==> src/rtl/cpu_machine_ctl.sv <==
// Instruction-cycle sequencer: turns the clock generator's fetch/alu_ena phases
// into the eight-cycle control-strobe frame for PC, IR, accumulator, bus and memory.
module cpu_machine_ctl #(
    parameter bit SYNC_CHECK = 1'b1
) (
    input  logic       clk,
    input  logic       rst_n,
    input  logic       fetch,
    input  logic       alu_ena,
    input  logic [2:0] opcode,
    input  logic       zero,
    output logic       inc_pc,
    output logic       load_acc,
    output logic       load_pc,
    output logic       rd,
    output logic       wr,
    output logic       load_ir,
    output logic       datactl_ena,
    output logic       halt,
    output logic       sync_err
);

    typedef enum logic [3:0] {
        S_IDLE, S_T0, S_T1, S_T2, S_T3, S_T4, S_T5, S_T6, S_T7, S_HALT
    } state_t;

    localparam logic [2:0] OP_HLT = 3'b000;
    localparam logic [2:0] OP_SKZ = 3'b001;
    localparam logic [2:0] OP_ADD = 3'b010;
    localparam logic [2:0] OP_AND = 3'b011;
    localparam logic [2:0] OP_XOR = 3'b100;
    localparam logic [2:0] OP_LDA = 3'b101;
    localparam logic [2:0] OP_STO = 3'b110;
    localparam logic [2:0] OP_JMP = 3'b111;

    state_t     state_reg;
    state_t     state_next;
    logic       fetch_d;
    logic [2:0] op_q;
    logic       skip_q;
    logic       rise;
    logic       alu_class;

    assign rise      = fetch & ~fetch_d;
    assign alu_class = (op_q == OP_ADD) || (op_q == OP_AND) ||
                       (op_q == OP_XOR) || (op_q == OP_LDA);

    always_ff @(posedge clk or negedge rst_n) begin
        if (!rst_n) begin
            state_reg <= S_IDLE;
            fetch_d   <= 1'b0;
            op_q      <= 3'b000;
            skip_q    <= 1'b0;
        end else begin
            state_reg <= state_next;
            fetch_d   <= fetch;
            if (state_reg == S_T2) op_q   <= opcode;
            if (state_reg == S_T4) skip_q <= zero;
        end
    end

    // Halt entry outranks a resync rise; a rise outranks the normal advance.
    always_comb begin
        state_next = state_reg;
        case (state_reg)
            S_IDLE: if (rise) state_next = S_T0;
            S_HALT: state_next = S_HALT;
            S_T4: begin
                if (op_q == OP_HLT) state_next = S_HALT;
                else if (rise)      state_next = S_T0;
                else                state_next = S_T5;
            end
            S_T0: state_next = rise ? S_T0 : S_T1;
            S_T1: state_next = rise ? S_T0 : S_T2;
            S_T2: state_next = rise ? S_T0 : S_T3;
            S_T3: state_next = rise ? S_T0 : S_T4;
            S_T5: state_next = rise ? S_T0 : S_T6;
            S_T6: state_next = rise ? S_T0 : S_T7;
            S_T7: state_next = S_T0;
            default: state_next = S_IDLE;
        endcase
    end

    always_comb begin
        inc_pc      = 1'b0;
        load_acc    = 1'b0;
        load_pc     = 1'b0;
        rd          = 1'b0;
        wr          = 1'b0;
        load_ir     = 1'b0;
        datactl_ena = 1'b0;
        halt        = 1'b0;
        case (state_reg)
            S_T0, S_T1: begin
                rd      = 1'b1;
                load_ir = 1'b1;
                inc_pc  = 1'b1;
            end
            S_T4: begin
                rd   = alu_class;
                halt = (op_q == OP_HLT);
            end
            S_T5: begin
                rd          = alu_class;
                load_acc    = alu_class;
                inc_pc      = (op_q == OP_SKZ) && skip_q;
                load_pc     = (op_q == OP_JMP);
                datactl_ena = (op_q == OP_STO);
            end
            S_T6: begin
                wr          = (op_q == OP_STO);
                datactl_ena = (op_q == OP_STO);
            end
            // Second increment steps over the two-byte instruction being skipped.
            S_T7:   inc_pc = (op_q == OP_SKZ) && skip_q;
            S_HALT: halt   = 1'b1;
            default: ;
        endcase
    end

    generate
        if (SYNC_CHECK) begin : g_sync
            logic sync_err_reg;
            logic sync_hit;

            always_comb begin
                sync_hit = 1'b0;
                if (alu_ena && !(state_reg inside {S_T4, S_IDLE, S_HALT}))
                    sync_hit = 1'b1;
                if (rise && (state_reg inside {S_T0, S_T1, S_T2, S_T3, S_T4, S_T5, S_T6}))
                    sync_hit = 1'b1;
            end

            always_ff @(posedge clk or negedge rst_n) begin
                if (!rst_n) sync_err_reg <= 1'b0;
                else        sync_err_reg <= sync_err_reg | sync_hit;
            end

            assign sync_err = sync_err_reg;
        end else begin : g_nosync
            assign sync_err = 1'b0;
        end
    endgenerate

endmodule

==> config.mk <==
export PLATFORM = sky130hd
export DESIGN_NAME = cpu_machine_ctl
export DESIGN_NICKNAME = d
export VERILOG_FILES = /design/src/rtl/cpu_machine_ctl.sv
export SDC_FILE = /design/constraint.sdc
export NUM_CORES = 1
export LEC_CHECK = 0
export ABC_AREA = 1
export BUFFER_PORTS_ARGS = -buffer_cell sky130_fd_sc_hd__buf_2
export CAP_MARGIN = 40
export CORE_AREA = 5 5 42 44
export DETAILED_ROUTE_END_ITERATION = 16
export DIE_AREA = 0 0 47 49
export PLACE_DENSITY = 0.74
export SKIP_LAST_GASP = 1
export SLEW_MARGIN = 40
export SYNTH_ARGS = -nofsm -noshare
export SYNTH_HDL_FRONTEND = slang
export SYNTH_SLANG_ARGS = --single-unit
==> constraint.sdc <==
create_clock -name clk -period 1.8 [get_ports clk]
set_input_delay 0.18 -clock clk [delete_from_list [all_inputs] [get_ports clk]]
set_output_delay 0.18 -clock clk [all_outputs]
set_load 0.02 [all_outputs]
==> key figures, run 1 <==
Layout
  • Final Util: 0.543
  • Antenna Cells: 0
  • Max reg flops: 4
  • Layout cell share with drive strength beyond 1: 0.226
  • Most frequent cells in the layout: 35 x nand2_1, 16 x buf_2, 13 x inv_1
  • Area delta synth->final: 22.8%
  • Post-Layout Cell Count: 131
  • Commonest non-fill, non-tap cell in the layout: nand2_1
  • Final #Nets: 124
  • Finished Cell Area: 761 um^2

Placement
  • Port bufs: 16
  • DP Area: 714 um^2
  • DP Cell Count: 126
  • Placer congestion estimate: 0.866
  • Post-DP HPWL: 1170 um

STA
  • Setup Skew: 0.00301 ns
  • Hold Vio Cnt, Final: 0
  • Max Slew Vio Count: 0
  • Fmax: 601 MHz
  • Slew @ Worst Pin: 0.275 ns
  • Final Setup Violations: 0
  • RSZ-0062 raised after global routing: false
  • Min Tclk post-route: 1.66 ns
  • Hold WS: 0.0292 ns
  • Fin Setup TNS: 0 ns
  • Worst slew margin: 0.815
  • Period utilisation layout: 0.925

Synthesis
  • Synth Area in Compound Gates: 0.0404
  • Synthesized flop and latch total: 10
  • Cell types occupying the most area after synthesis: dfrtp_1 40%, nand2_1 21%, nand3_1 8.9%
  • Synth top area share: 0.404
  • Adder-Cell Fraction of Synth Area: 0
  • Ys Warns: 0
  • Xor/xnor cell area share of the yosys netlist: 0
  • Mux share of post-synthesis cell area: 0
  • Sequential fraction of the synthesis area: 0.404
  • Yosys cell types: 15
  • Simple-gate share of the synthesized area: 0.457
  • Synth Net Count: 103
  • Mapped Cells: 95
  • Area leader, netlist: dfrtp_1
  • Syn_area_per_cell: 6.52 um^2
  • Post-Syn Area: 619 um^2
  • Largest family of logic cells by synthesized area: simple AND/OR/NAND/NOR gates

Die
  • Initial core utilization: 0.442
  • Die Height: 49 um
  • Die area: 2300 um^2
  • Die W: 47 um
  • IO Count: 17
  • Rows: 14
  • Core area: 1400 um^2

Worst setup path
  • Reg2Reg Depth: 5
  • Crit end category: output pin
  • Maximum fanout along the worst path: 6
  • Worst Path Required: 1.62 ns
  • Crit path DAT: 1.48 ns
  • Crit path launch type: register
  • Critical path type: reg2out

Route
  • Routed Wire Length: 1460 um
  • Met1 WL: 572 um
  • Met3 wire length: 103 um
  • Drc violations: 0
  • Top routing layer in use: met4
  • DR iter-0 viols: 9
  • Vias: 670
  • DR WL met2: 758 um
  • Routed WL per cell: 11.2 um
  • Routed vias/inst: 5.11
  • TritonRoute pass-1 iters: 6
  • Remaining antenna violation count: 0

Clock network
  • Clock buffer depth: 2
  • Worst-Skew Late Latency: 0.27 ns
  • Htree depth: 1
  • Root buf cell: clkbuf_4
  • Total CTS buffers: 3
  • Clk pin slew, worst setup/hold paths: 0.07 ns
  • Sink Count: 10
  • CTS tree: built

Global route
  • Overall Global Routing Usage: 0.142
  • Initial antenna violation count: 0
  • Vias in the first global route: 571
  • First-pass GRT wire length: 2440 um
  • Largest net degree at the start of global routing: 11
  • Grt ovf: 0

Min path
  • Worst hold path class: in2reg
  • WHS Path Cells: 1

Power and ir drop
  • Peak supply drop: 892 uV
  • Leakage: 0.464 nW
  • Pwr dens: 1710 nW/um^2

Job
  • Max cap viols: 0

Run status
  • Status: complete, no violations
==> layout make-up <==
| type | instances | area [um^2] |
|---|---|---|
| multi-input combinational | 69 | 308 |
| sequential | 10 | 250 |
| clock buffer | 4 | 36.3 |
| tap | 16 | 20.0 |
| inverter | 15 | 56.3 |
| fill | 152 | 641 |
| timing repair buffer | 17 | 90.1 |
==> report_power, final <==
group | switching [mW] | internal (mW) | leakage (nW)
clock network | 0.0836 | 0.123 | 0.0210
registers | 0.0921 | 0.308 | 0.119
logic | 0.473 | 0.219 | 0.324
total | 0.649 | 0.651 | 0.464
==> per-stage QoR <==
step / power, mW / setup slack (ns)
3_3_place_gp: 1.07 / 0.430
4_1_cts: 1.30 / 0.139
5_1_grt: 1.41 / 0.0110
6_report: 1.30 / 0.135
3_5_place_dp: 1.09 / 0.435
2_1_floorplan: 0.903 / 0.404
==> kinds of logic (layout without fill, tap and decap cells) <==
family	count (synthesis)	count (layout)
compound gates	5	5
flops	10	10
simple gates	64	64
buf+inv	16	36
==> synthesized netlist by cell type <==
cell type	n
buf_2	1
inv_1	13
nand3b_1	1
o21ai_0	1
nor2_2	2
nand2_1	35
inv_2	2
nor3_1	5
nor2_4	1
dfrtp_1	10
nand3_1	11
nand3_2	1
o21ai_1	1
a21oi_1	3
nor2_1	8
==> worst max-delay path, cell delays in order (launching register included) <==
cell     delay, ns
dfrtp_1       0.46
inv_2         0.08
nor2_2        0.12
nand3_1       0.17
nand2_1       0.10
nand3_1       0.06
nand2_1       0.06
buf_2         0.16
==> what timing repair did <==
action                    in CTS  in global routing
hold endpoints to repair      10                  0
gates resized for setup        0                  0
hold buffers                   1                  0
buffers inserted               0                  0
==> layer usage <==
metal | track usage | up-vias
li1 | - | 334
met1 | 0.193 | 304
met2 | 0.217 | 27
met3 | 0.0221 | 5
met4 | 0.0553 | 0
met5 | 0 | -
==> worst paths after layout <==
kind	from	endpoint	slack, ns
worst max-delay path	state_reg[2]	inc_pc	0.14
worst min register to register	sync_err	sync_err	0.48
worst max register to register	state_reg[0]	state_reg[1]	0.56
max in group asynchronous	rst_n	op_q[0]	1.31
worst min-delay path	fetch	fetch_d	0.03
min in group asynchronous	rst_n	skip_q	0.29
(Power assumes the default switching activity.)
==> run 2, diff against run 1 <==
--- a/config.mk
+++ b/config.mk
@@ -8,10 +8,12 @@
 export ABC_AREA = 1
 export BUFFER_PORTS_ARGS = -buffer_cell sky130_fd_sc_hd__buf_2
 export CAP_MARGIN = 40
-export CORE_AREA = 5 5 42 44
+export CELL_PAD_IN_SITES_DETAIL_PLACEMENT = 0
+export CELL_PAD_IN_SITES_GLOBAL_PLACEMENT = 2
+export CORE_MARGIN = 5
+export CORE_UTILIZATION = 27
 export DETAILED_ROUTE_END_ITERATION = 16
-export DIE_AREA = 0 0 47 49
-export PLACE_DENSITY = 0.74
+export PLACE_DENSITY = 0.81
 export SKIP_LAST_GASP = 1
 export SLEW_MARGIN = 40
 export SYNTH_ARGS = -nofsm -noshare
==> run 2 against run 1 <==
Register-to-register slack better by 0.03 ns; sequential share of layout area is 0.63 points lower; sequential power is 1% higher; first-iteration DRC count is 44% higher; clock power is 3% higher; core utilization is 19 points lower; global-route usage is 4.0 points lower; via count is 5.4% lower; wire length is 5.5% higher; design area is 2.5% higher; cell count is 9.2% higher; sequential cell count stayed put; critical endpoint unchanged; largest cell class unchanged; largest power group unchanged; highest routed layer unchanged.
==> key figures, run 2 (synthesis results as in run 1) <==
Run status
  • Status: complete, no violations

STA
  • Setup Skew: 0.0112 ns
  • Final worst slack: 0.123 ns
  • Min Tclk post-route: 1.68 ns
  • Hold WS: 0.0277 ns
  • Slew @ Worst Pin: 0.307 ns
  • Fin Setup TNS: 0 ns
  • Worst slew margin: 0.794
  • Period utilisation layout: 0.932
  • Final Setup Violations: 0
  • Max Slew Vio Count: 0
  • Fmax: 596 MHz
  • Hold Vio Cnt, Final: 0
  • RSZ-0062 raised after global routing: true

Layout
  • Finished Cell Area: 779 um^2
  • Final Util: 0.356
  • Max reg flops: 4
  • Layout cell share with drive strength beyond 1: 0.243
  • Most frequent cells in the layout: 35 x nand2_1, 16 x buf_2, 13 x inv_1
  • Antenna Cells: 0
  • Commonest non-fill, non-tap cell in the layout: nand2_1
  • Area delta synth->final: 25.9%
  • Final #Nets: 124

Route
  • Remaining antenna violation count: 0
  • Drc violations: 0
  • Vias: 634
  • Routed Wire Length: 1550 um
  • TritonRoute pass-1 iters: 4
  • Routed vias/inst: 4.43
  • DR iter-0 viols: 13
  • Routed WL per cell: 10.8 um

Worst setup path
  • Crit path DAT: 1.50 ns
  • Crit end category: output pin
  • Worst Path Required: 1.62 ns
  • Maximum fanout along the worst path: 6
  • Critical path type: reg2out
  • Crit path launch type: register

Die
  • IO Count: 17
  • Initial core utilization: 0.283
  • Die W: 57.9 um
  • Die Height: 57.9 um
  • Die area: 3350 um^2
  • Core area: 2190 um^2
  • Rows: 17

Clock network
  • Total CTS buffers: 3
  • Clock buffer depth: 2
  • Htree depth: 1
  • Worst-Skew Late Latency: 0.28 ns
  • Clk pin slew, worst setup/hold paths: 0.07 ns
  • CTS tree: built
  • Postcts setup bufs: 0
  • Root buf cell: clkbuf_4
  • Sink Count: 10

Placement
  • DP Area: 729 um^2
  • Placer congestion estimate: 0.837
  • Post-DP HPWL: 1240 um
  • Place WS: 0.419 ns
  • Port bufs: 16

Min path
  • Worst hold path class: in2reg

Power and ir drop
  • Leakage: 0.462 nW
  • Peak supply drop: 607 uV
  • Pwr dens: 1680 nW/um^2

Global route
  • Largest net degree at the start of global routing: 11
  • Overall Global Routing Usage: 0.102
  • Grt ovf: 0
  • First-pass GRT wire length: 2600 um
  • Vias in the first global route: 594
  • Initial antenna violation count: 0

Job
  • Max cap viols: 0
==> run 2: cell types whose count changed in the layout (fill, tap and decap cells not counted) <==
cell     change
nor2_2       +1
dfrtp_2      +1
dfrtp_1      -1
nor2_1       -1
==> run 2: final cells by class <==
cell class / count / area [um^2]
clock buffers: 4 / 36.3
fillers: 255 / 1410
well taps: 28 / 35.0
inverters: 15 / 56.3
flip-flops and latches: 10 / 251
repair buffers: 17 / 90.1
multi-input cells: 69 / 310
==> run 2: worst max-delay path, stage by stage, from the launching register on <==
cell,delay [ns]
dfrtp_1,0.47
inv_2,0.08
nor2_2,0.11
nand3_1,0.18
nand2_1,0.11
nand3_1,0.06
nand2_1,0.06
buf_2,0.16
==> run 2: report_power, final <==
group	switching (mW)	leakage, nW	internal, mW
Combinational	0.471	0.324	0.222
Clock	0.0897	0.0210	0.123
Sequential	0.0950	0.117	0.310
==> run 2: final timing paths <==
check / start / endpoint / slack (ns) / cells after the start
max in group asynchronous: rst_n / state_reg[3] / 1.30 / 2
worst max register to register: state_reg[2] / state_reg[1] / 0.59 / 5
worst min-delay path: fetch / fetch_d / 0.03 / 1
worst min register to register: sync_err / sync_err / 0.48 / 2
min in group asynchronous: rst_n / sync_err / 0.29 / 2
worst max-delay path: state_reg[2] / inc_pc / 0.12 / 7
==> run 2: per-layer routing <==
layer | global-route usage | wire length (um) | vias up
met5 | 0 | 0 | -
met4 | 0.0629 | 42 | 0
met3 | 0.0290 | 106 | 5
met2 | 0.155 | 696 | 16
met1 | 0.125 | 700 | 277
li1 | - | - | 336
==> run 2: what timing repair did <==
| action | in CTS | in global routing |
|---|---|---|
| hold buffers | 1 | 0 |
| hold endpoints to repair | 10 | 0 |
| resized for setup | 0 | 2 |
| setup endpoints to repair | 0 | 2 |
==> run 2: stage by stage <==
stage	power [mW]	std cells
6_report	1.31	143
5_1_grt	1.44	143
4_1_cts	1.31	143
3_5_place_dp	1.10	138
3_3_place_gp	1.11	138
2_1_floorplan	0.903	95
